[config.mk]
export PLATFORM = sky130hd
export DESIGN_NAME = sync_gen
export DESIGN_NICKNAME = d
export VERILOG_FILES = /design/src/rtl/sync_gen.sv
export SDC_FILE = /design/constraint.sdc
export NUM_CORES = 1
export LEC_CHECK = 0
export BUFFER_PORTS_ARGS = -buffer_cell sky130_fd_sc_hd__buf_2
export CAP_MARGIN = 20
export CELL_PAD_IN_SITES_DETAIL_PLACEMENT = 1
export CELL_PAD_IN_SITES_GLOBAL_PLACEMENT = 1
export CORE_MARGIN = 8
export CORE_UTILIZATION = 45
export DETAILED_ROUTE_END_ITERATION = 10
export GPL_TIMING_DRIVEN = 0
export HOLD_SLACK_MARGIN = 0.02
export PLACE_DENSITY = 0.8
export SLEW_MARGIN = 20
export SYNTH_ARGS = -nofsm -noshare
export SYNTH_HDL_FRONTEND = slang
export SYNTH_SLANG_ARGS = --single-unit
[constraint.sdc]
create_clock -name CLK -period 7.8 [get_ports CLK]
set_input_delay 1.56 -clock CLK [delete_from_list [all_inputs] [get_ports CLK]]
set_output_delay 1.56 -clock CLK [all_outputs]
set_load 0.03 [all_outputs]
[src/rtl/sync_gen.sv]
// sync_gen -- video timing generator.
// Free-running h/v position counters with registered sync, active-picture and
// line/frame start flags. Every flag is computed from the next position and
// registered alongside it, so flags always describe the h/v shown in the same
// cycle. All state advances only on enabled clock edges.
module sync_gen #(
    parameter int H_ACTIVE = 720,
    parameter int H_FPORCH = 12,
    parameter int H_SYNC   = 64,
    parameter int H_BPORCH = 68,
    parameter int V_ACTIVE = 576,
    parameter int V_FPORCH = 5,
    parameter int V_SYNC   = 5,
    parameter int V_BPORCH = 39,
    parameter bit HS_POL   = 1'b0,
    parameter bit VS_POL   = 1'b0,
    parameter int W        = 13
) (
    input  logic         CLK,
    input  logic         RST,
    input  logic         EN,
    output logic         HSYNC,
    output logic         VSYNC,
    output logic         ACTIVE,
    output logic         LINE_START,
    output logic         FRAME_START,
    output logic [W-1:0] h,
    output logic [W-1:0] v
);

    localparam int H_TOTAL  = H_ACTIVE + H_FPORCH + H_SYNC + H_BPORCH;
    localparam int V_TOTAL  = V_ACTIVE + V_FPORCH + V_SYNC + V_BPORCH;
    localparam int HS_START = H_ACTIVE + H_FPORCH;
    localparam int HS_END   = HS_START + H_SYNC;
    localparam int VS_START = V_ACTIVE + V_FPORCH;
    localparam int VS_END   = VS_START + V_SYNC;

    localparam logic [W-1:0] H_LAST     = W'(H_TOTAL - 1);
    localparam logic [W-1:0] V_LAST     = W'(V_TOTAL - 1);
    localparam logic [W-1:0] H_ACTIVE_W = W'(H_ACTIVE);
    localparam logic [W-1:0] V_ACTIVE_W = W'(V_ACTIVE);
    localparam logic [W-1:0] HS_START_W = W'(HS_START);
    localparam logic [W-1:0] HS_END_W   = W'(HS_END);
    localparam logic [W-1:0] VS_START_W = W'(VS_START);
    localparam logic [W-1:0] VS_END_W   = W'(VS_END);

    // Parameter sanity: totals must fit the counters; only porches may be zero.
    generate
        if (W <= 0 || W > 30) begin : g_bad_width
            $error("sync_gen: W must be in 1..30");
        end
        if (H_TOTAL >= 2**W || V_TOTAL >= 2**W) begin : g_bad_total
            $error("sync_gen: H_TOTAL/V_TOTAL do not fit in W bits");
        end
        if (H_ACTIVE == 0 || H_SYNC == 0 || V_ACTIVE == 0 || V_SYNC == 0) begin : g_bad_zero
            $error("sync_gen: active and sync widths must be non-zero");
        end
        if (H_FPORCH < 0 || H_BPORCH < 0 || V_FPORCH < 0 || V_BPORCH < 0) begin : g_bad_porch
            $error("sync_gen: porches must not be negative");
        end
    endgenerate

    logic [W-1:0] h_q, h_d;
    logic [W-1:0] v_q, v_d;
    logic         hsync_q, hsync_d;
    logic         vsync_q, vsync_d;
    logic         active_q, active_d;
    logic         line_start_q, line_start_d;
    logic         frame_start_q, frame_start_d;

    // Next position: h wraps at the end of the line, v steps only on that wrap.
    always_comb begin
        h_d = h_q + 1'b1;
        v_d = v_q;
        if (h_q == H_LAST) begin
            h_d = '0;
            if (v_q == V_LAST) begin
                v_d = '0;
            end else begin
                v_d = v_q + 1'b1;
            end
        end
    end

    // Flags decoded from the next position so they register together with it.
    always_comb begin
        hsync_d       = ((h_d >= HS_START_W) && (h_d < HS_END_W)) ? HS_POL : ~HS_POL;
        vsync_d       = ((v_d >= VS_START_W) && (v_d < VS_END_W)) ? VS_POL : ~VS_POL;
        active_d      = (h_d < H_ACTIVE_W) && (v_d < V_ACTIVE_W);
        line_start_d  = (h_d == '0);
        frame_start_d = (h_d == '0) && (v_d == '0);
    end

    // Position and flag registers; reset lands on position (0,0) with its flags.
    always_ff @(posedge CLK or posedge RST) begin
        if (RST) begin
            h_q           <= '0;
            v_q           <= '0;
            hsync_q       <= ~HS_POL;
            vsync_q       <= ~VS_POL;
            active_q      <= 1'b1;
            line_start_q  <= 1'b1;
            frame_start_q <= 1'b1;
        end else if (EN) begin
            h_q           <= h_d;
            v_q           <= v_d;
            hsync_q       <= hsync_d;
            vsync_q       <= vsync_d;
            active_q      <= active_d;
            line_start_q  <= line_start_d;
            frame_start_q <= frame_start_d;
        end
    end

    assign h           = h_q;
    assign v           = v_q;
    assign HSYNC       = hsync_q;
    assign VSYNC       = vsync_q;
    assign ACTIVE      = active_q;
    assign LINE_START  = line_start_q;
    assign FRAME_START = frame_start_q;

endmodule

==> key figures, run 1 <==
Run status
  – Outcome: finished clean

Routing
  – DR vias: about 2200
  – Initial DRT Pass Iterations: 4
  – Routed WL: 6.92 mm
  – Via-to-Cell Ratio: 5.96
  – DRT iter0 DRCs: 128
  – Avg WL per Cell: between 15 and 20 µm
  – DRC viols: 0
  – Detail Route Antenna Nets: 0

Final layout
  – Final nets: between 300 and 400
  – Area Overhead vs Synth: 15.4%
  – N_diodes: 0
  – Post-route insts no fill: between 300 and 400
  – Fillers: roughly 600
  – Final core occ: 0.544
  – Layout cell share with drive strength beyond 1: 0.223
  – Fin area: around 2600 µm²

Floorplanning
  – IO Count: 34
  – Die Area: ~7500 µm²
  – Placeable Area: approximately 4800 µm²
  – Row cnt: 25
  – Die width: ~87 µm
  – Initial core utilization: 0.471
  – Die Ht: 86.6 µm

Logic synthesis
  – Share of the synthesized area in the top cell type: 0.290
  – Yosys warnings: 0
  – Main area contributors after synthesis: dfrtp_1, xnor2_1, dfstp_2
  – Mean Syn Cell Area: 8.62 µm²
  – Post-Syn Area: between 2000 and 2500 µm²
  – Syn Nets: about 270
  – Largest area contributor in the synthesized netlist: dfrtp_1
  – Post-synth EDFFs: 0
  – Cells after synthesis: 260
  – Netlist cell types: between 50 and 60
  – Sequential fraction of the synthesis area: 0.349
  – Most used flip-flop cell after synthesis: dfrtp_1
  – Most frequent cell after synthesis: nand2_1
  – Ys async rst share: 1.00
  – Commonest cells post-synth: nand2_1, dfrtp_1, xnor2_1
  – #FFs+latches synth: 31

GRT
  – Grt total ovfl: 0
  – Pin count of the biggest net entering global routing: 32
  – Vias in the first global route: approximately 2100
  – GR Util All Layers: 0.198
  – First-pass GRT wire length: approximately 12 mm
  – Initial antenna violation count: 0

CTS
  – Clk_lat worst skew: slightly below 0.3 ns
  – CTS tree: built
  – CTS buffer count: 5
  – # resized after CTS: 0
  – Post CTS Setup Buffer Count: 0
  – H-tree Lvls: 2
  – Clock sink count: 31
  – Root Driver: clkbuf_8
  – Clock Pin Slew Worst Setup and Hold Paths: roughly 0.060 ns
  – Clk buf depth: 2
  – Cts hold-fix bufs: 0

Pwr
  – Part of the power in the clock network: 0.265
  – Internal: ~0.33 mW
  – Sw Ratio: 0.389
  – Seq pwr share: 0.374
  – Pwr Total: about 0.54 mW
  – Comb power frac: 0.362
  – Pleak: approximately 1.1 nW
  – Net Switching: slightly above 0.2 mW
  – Peak supply drop: around 0.17 mV
  – Pwr/cell area: slightly above 200 nW/µm²

Critical path
  – WP data required: ~8.0 ns
  – Launch point of the worst path: h[0]$_DFFE_PP0P_
  – Worst Path Arrival: 3.40 ns
  – Critical setup path kind: reg2reg
  – Crit end category: flop
  – Crit path max fanout: 9
  – Cells on worst reg2reg path: 9
  – Origin of the critical flop-to-flop path: h[0]$_DFFE_PP0P_
  – Worst Setup Start Kind: flop

Min path
  – Hold path depth: 2
  – Hold crit path type: reg2reg
  – Min-delay src: LINE_START$_DFFE_PP1P_

Placed design
  – Area after DPL: 2480 µm²
  – Final GP Congestion: between 0.8 and 0.9
  – PortBufs: 32
  – Dpl ws: about 4.7 ns
  – Final HPWL from detailed placement: 5.05 mm
  – Placed cell count: ~360

Timing
  – Hold_ws: 0.482 ns
  – Final period utilization: 0.413
  – Peak Freq: between 0.3 and 0.4 GHz
  – Fin Setup TNS: 0 ns
  – Worst Skew: roughly 0.0020 ns
  – RSZ-0062 raised after global routing: no
  – Worst-margin pin slew: just under 0.7 ns
  – Relative slew margins: 0.544
  – Post-route setup slack: roughly 4.6 ns
  – Pins Over Slew Limit: 0
  – Number of setup violations in the final report: 0
  – Final worst path period need: around 3.2 ns
  – Hold Fails Final Rpt: 0

Job
  – Max Cap Viol: 0
registers in the layout (all words and copies together) (netlist names):
signal and cells:
LINE_START 1, FRAME_START 1, VSYNC 1, v 13, ACTIVE 1, h 13
HSYNC 1
layer usage:
layer	track usage	part of all wire
met5	0	0
met4	0.0548	0.0087
met3	0.0416	0.048
met2	0.298	0.46
met1	0.275	0.49
logic make-up (layout without fill, tap and decap cells):
logic type	Yosys count	after routing	synth area share
compound gates	49	49	0.151
flops	31	31	0.349
fa+ha+maj	3	3	0.0168
mux	12	12	0.0592
xor+xnor	23	23	0.0899
simple gates	118	118	0.288
buf+inv	24	64	0.0463
cell type report:
type	instances	area [µm²]	area share
plain buffers	18	81.3	0.0315
repair buffers	32	160	0.0620
flip-flops and latches	31	782	0.303
inverters	6	22.5	0.00871
multi-input cells	205	1360	0.524
well taps	67	83.8	0.0324
clock buffers	8	100	0.0387
power by group through the flow:
stage | clock network [mW] | logic (mW) | registers, mW
floorplan | 0 | 0.106 | 0.236
global placement | 0 | 0.188 | 0.200
detailed placement | 0 | 0.192 | 0.203
CTS | 0.144 | 0.193 | 0.200
global route | 0.149 | 0.212 | 0.204
finish | 0.142 | 0.194 | 0.200
placed cells by master (no fill, tap or decap), drive strengths merged, types with 3 or more instances in the layout:
master and instances:
buf 38, o31ai 6, nand3 15, dfstp 5, a22oi 4, and2 4, o211ai 3, ha 3
xnor2 20, and4 3, xor2 3, nor2 16, nor3 11, nand2 33, inv 6, a31oi 3
or3 3, and3 9, nor4 3, nand4 6, mux2 10, clkbuf 20, dfrtp 26, o21ai 15
final timing paths:
| kind | end | slack [ns] |
|---|---|---|
| min reg2reg | LINE_START$_DFFE_PP1P_ | 0.48 |
| min | LINE_START$_DFFE_PP1P_ | 0.48 |
| max reg2reg | FRAME_START$_DFFE_PP1P_ | 4.58 |
| max in group asynchronous | v[12]$_DFFE_PP0P_ | 5.99 |
| min in group asynchronous | h[6]$_DFFE_PP0P_ | 1.37 |
| max | FRAME_START$_DFFE_PP1P_ | 4.58 |
critical path, stage by stage, from the launching register on:
cell and delay [ns]:
dfrtp_1 0.47, ha_1 0.33, and4_1 0.21, buf_2 0.24
and4_1 0.32, and3_1 0.22, mux2i_1 0.27, a21boi_0 0.30
or3b_1 0.39, o32ai_1 0.36
No activity file was read; power rests on OpenSTA's default activity.
==> inputs of run 2 (changes only) <==
Settings changed: ABC_AREA set to 1, CORE_UTILIZATION 45 to 37, PLACE_DENSITY 0.8 to 0.74.
Clock period 7.8 ns to 2.6 ns, I/O delays scaled along.
==> run 2 against run 1 <==
Net effect:
- area after synthesis is 9.8% higher
- final area is 9.1% higher
- power grew to 3.8 times the previous value
- hold slack worse by 0.14 ns
- final cell count is 37% higher
- sequential power grew to 3.6 times the previous value
- sequential cell count stayed put
- critical path type unchanged
- largest power group is now combinational logic
- highest routed layer unchanged
==> key figures, run 2 <==
Run status
  – Outcome: finished clean

Floorplanning
  – IO Count: 34
  – Placeable Area: between 6000 and 7000 µm²
  – Die width: around 98 µm
  – Die Ht: ~100 µm
  – Initial core utilization: 0.385
  – Row cnt: 29
  – Die Area: between 9000 and 10000 µm²

Critical path
  – FF-to-FF End: VSYNC$_DFFE_PP1P_
  – Critical path buffers and inverters: 4
  – Flop2flop setup slack: 0.25 ns
  – Crit path max fanout: 9
  – Worst Path Arrival: between 2 and 3 ns
  – Worst-path cell chain: ha_1 > clkbuf_1 > inv_1 > nor2_1 > nand4_1 > nand3_1 > nand2_1 > nor2_2 > nand2_1 > inv_1 > nand3_1 > nand2_1 > inv_1
  – Kind of cell adding the most delay to the critical path: simple AND/OR/NAND/NOR gates
  – Origin of the critical flop-to-flop path: v[0]$_DFFE_PP0P_
  – Slowest CP cell: dfrtp_1
  – Crit end category: flop
  – WP data required: 2.82 ns
  – Worst Setup Start Kind: flop
  – CP max stage delay: 0.52 ns
  – Cells on worst reg2reg path: 13
  – Critical setup path kind: reg2reg

CTS
  – Clk buf depth: 2
  – Clk_lat worst skew: 0.29 ns
  – CTS tree: built
  – H-tree Lvls: 2
  – Root Driver: clkbuf_8
  – # resized after CTS: 0
  – Cts hold-fix bufs: 0
  – Clock sink count: 31
  – CTS buffer count: 5
  – Clock Pin Slew Worst Setup and Hold Paths: approximately 0.080 ns
  – Post CTS Setup Buffer Count: 0

Final layout
  – Area Overhead vs Synth: 14.7%
  – Fillers: ~900
  – Multi-input logic area: about 1400 µm²
  – Storage element area: 782 µm²
  – Layout cell share with drive strength beyond 1: 0.169
  – Commonest non-fill, non-tap cell in the layout: nand2_1
  – N_diodes: 0
  – Final nets: 430
  – Commonest cells after routing, fill and taps aside: nand2_1, inv_1, nor2_1, nand3_1, buf_2

Timing
  – Final period utilization: 0.902
  – Relative slew margins: 0.520
  – Worst Skew: between 0.009 and 0.01 ns
  – Hold Fails Final Rpt: 0
  – Peak Freq: around 0.43 GHz
  – Number of setup violations in the final report: 0
  – RSZ-0062 raised after global routing: no
  – Pins Over Slew Limit: 0
  – Fin Setup TNS: 0 ns
  – Final worst path period need: 2.35 ns
  – Worst-margin pin slew: 0.718 ns

Logic synthesis
  – Most used flip-flop cell after synthesis: dfrtp_1
  – Sequential fraction of the synthesis area: 0.318
  – Commonest cells post-synth: nand2_1, inv_1, nor2_1
  – Most frequent cell after synthesis: nand2_1
  – Main area contributors after synthesis: dfrtp_1, nand2_1, nand3_1
  – Post-Syn Area: roughly 2500 µm²
  – Share of the synthesized area in the top cell type: 0.264
  – Ys async rst share: 1.00
  – Syn Nets: 390
  – Largest area contributor in the synthesized netlist: dfrtp_1
  – Post-synth EDFFs: 0
  – Netlist cell types: 34
  – #FFs+latches synth: 31
  – Yosys warnings: 0
  – Cells after synthesis: roughly 380
  – Mean Syn Cell Area: about 6.4 µm²

Job
  – Max Cap Viol: 0

GRT
  – Vias in the first global route: ~2700
  – Initial antenna violation count: 0
  – Pin count of the biggest net entering global routing: 32
  – GR Util All Layers: 0.179
  – Grt total ovfl: 0
  – First-pass GRT wire length: 14.0 mm

Pwr
  – Pwr/cell area: between 700 and 800 nW/µm²
  – Peak supply drop: 0.457 mV
  – Pwr Total: 2.05 mW
  – Pleak: around 1.4 nW

Routing
  – DRC viols: 0
  – Routed WL: around 8.3 mm
  – Avg WL per Cell: between 15 and 20 µm
  – DRT iter0 DRCs: between 100 and 150
  – Initial DRT Pass Iterations: 4
  – Detail Route Antenna Nets: 0
  – DR vias: 2606
  – Via-to-Cell Ratio: between 5 and 6

Placed design
  – Final GP Congestion: approximately 0.91
  – PortBufs: 33
  – Final HPWL from detailed placement: roughly 6.4 mm

Min path
  – Hold crit path type: in2async
[run 2: changes by cell type in the layout (fill, tap and decap cells not counted), moves of 5 or more]
cell | before | now
xnor2_1 | 20 | 0
and3_1 | 9 | 1
o21ai_0 | 15 | 26
inv_1 | 5 | 48
nand3_1 | 15 | 38
clkbuf_1 | 13 | 8
mux2_2 | 10 | 0
nor3_1 | 10 | 5
nor2_1 | 16 | 44
nand2_1 | 33 | 124
o31ai_1 | 6 | 0
[run 2: power by group]
group	total [mW]	switching [mW]	internal, mW
clock network	0.445	0.203	0.242
logic	0.876	0.627	0.249
registers	0.727	0.148	0.578
[run 2: cells by family after synthesis]
group,after synthesis,synth area share
adder cells (fa/ha/maj),3,0.0153
flip-flops,31,0.318
AO/OA/AOI/OAI,39,0.0829
buffers and inverters,61,0.102
XOR/XNOR,4,0.0142
AND/OR/NAND/NOR,246,0.468
[run 2: how the worst max path moves through the flow]
stage	cells after the start	start	slack, ns	to
2_1_floorplan	13	v[0]$_DFFE_PP0P_	0.55	VSYNC$_DFFE_PP1P_
3_3_place_gp	12	h[0]$_DFFE_PP0P_	0.33	FRAME_START$_DFFE_PP1P_
3_5_place_dp	12	h[0]$_DFFE_PP0P_	0.31	FRAME_START$_DFFE_PP1P_
4_1_cts	12	h[0]$_DFFE_PP0P_	0.28	FRAME_START$_DFFE_PP1P_
5_1_grt	13	v[0]$_DFFE_PP0P_	0.01	VSYNC$_DFFE_PP1P_
6_report	13	v[0]$_DFFE_PP0P_	0.25	VSYNC$_DFFE_PP1P_
[run 2: area by class of cell]
cell class,count,share of cell area
repair buffers,33,0.0585
flip-flops and latches,31,0.277
well taps,77,0.0341
inverters,50,0.0665
clock buffers,8,0.0355
multi-input cells,292,0.506
plain buffers,11,0.0222
[run 2: metrics by stage]
step                      utilization  worst slack, ns  cells  hold WS (ns)  cell area, µm²
after floorplan                     -            0.553    384         0.528            2460
after global placement          0.426            0.334    494         0.456            2720
after detailed placement        0.426            0.310    494         0.460            2720
after CTS                       0.442            0.279    502         0.369            2820
after global routing            0.442           0.0101    502         0.411            2820
final                           0.442            0.254    502         0.343            2820
[run 2: metal layers]
layer,GRT usage,wire (µm),share of wire
met1,0.241,4160,0.50
met2,0.280,3690,0.44
met3,0.0313,327,0.039
met4,0.0583,150,0.018
met5,0,0,0
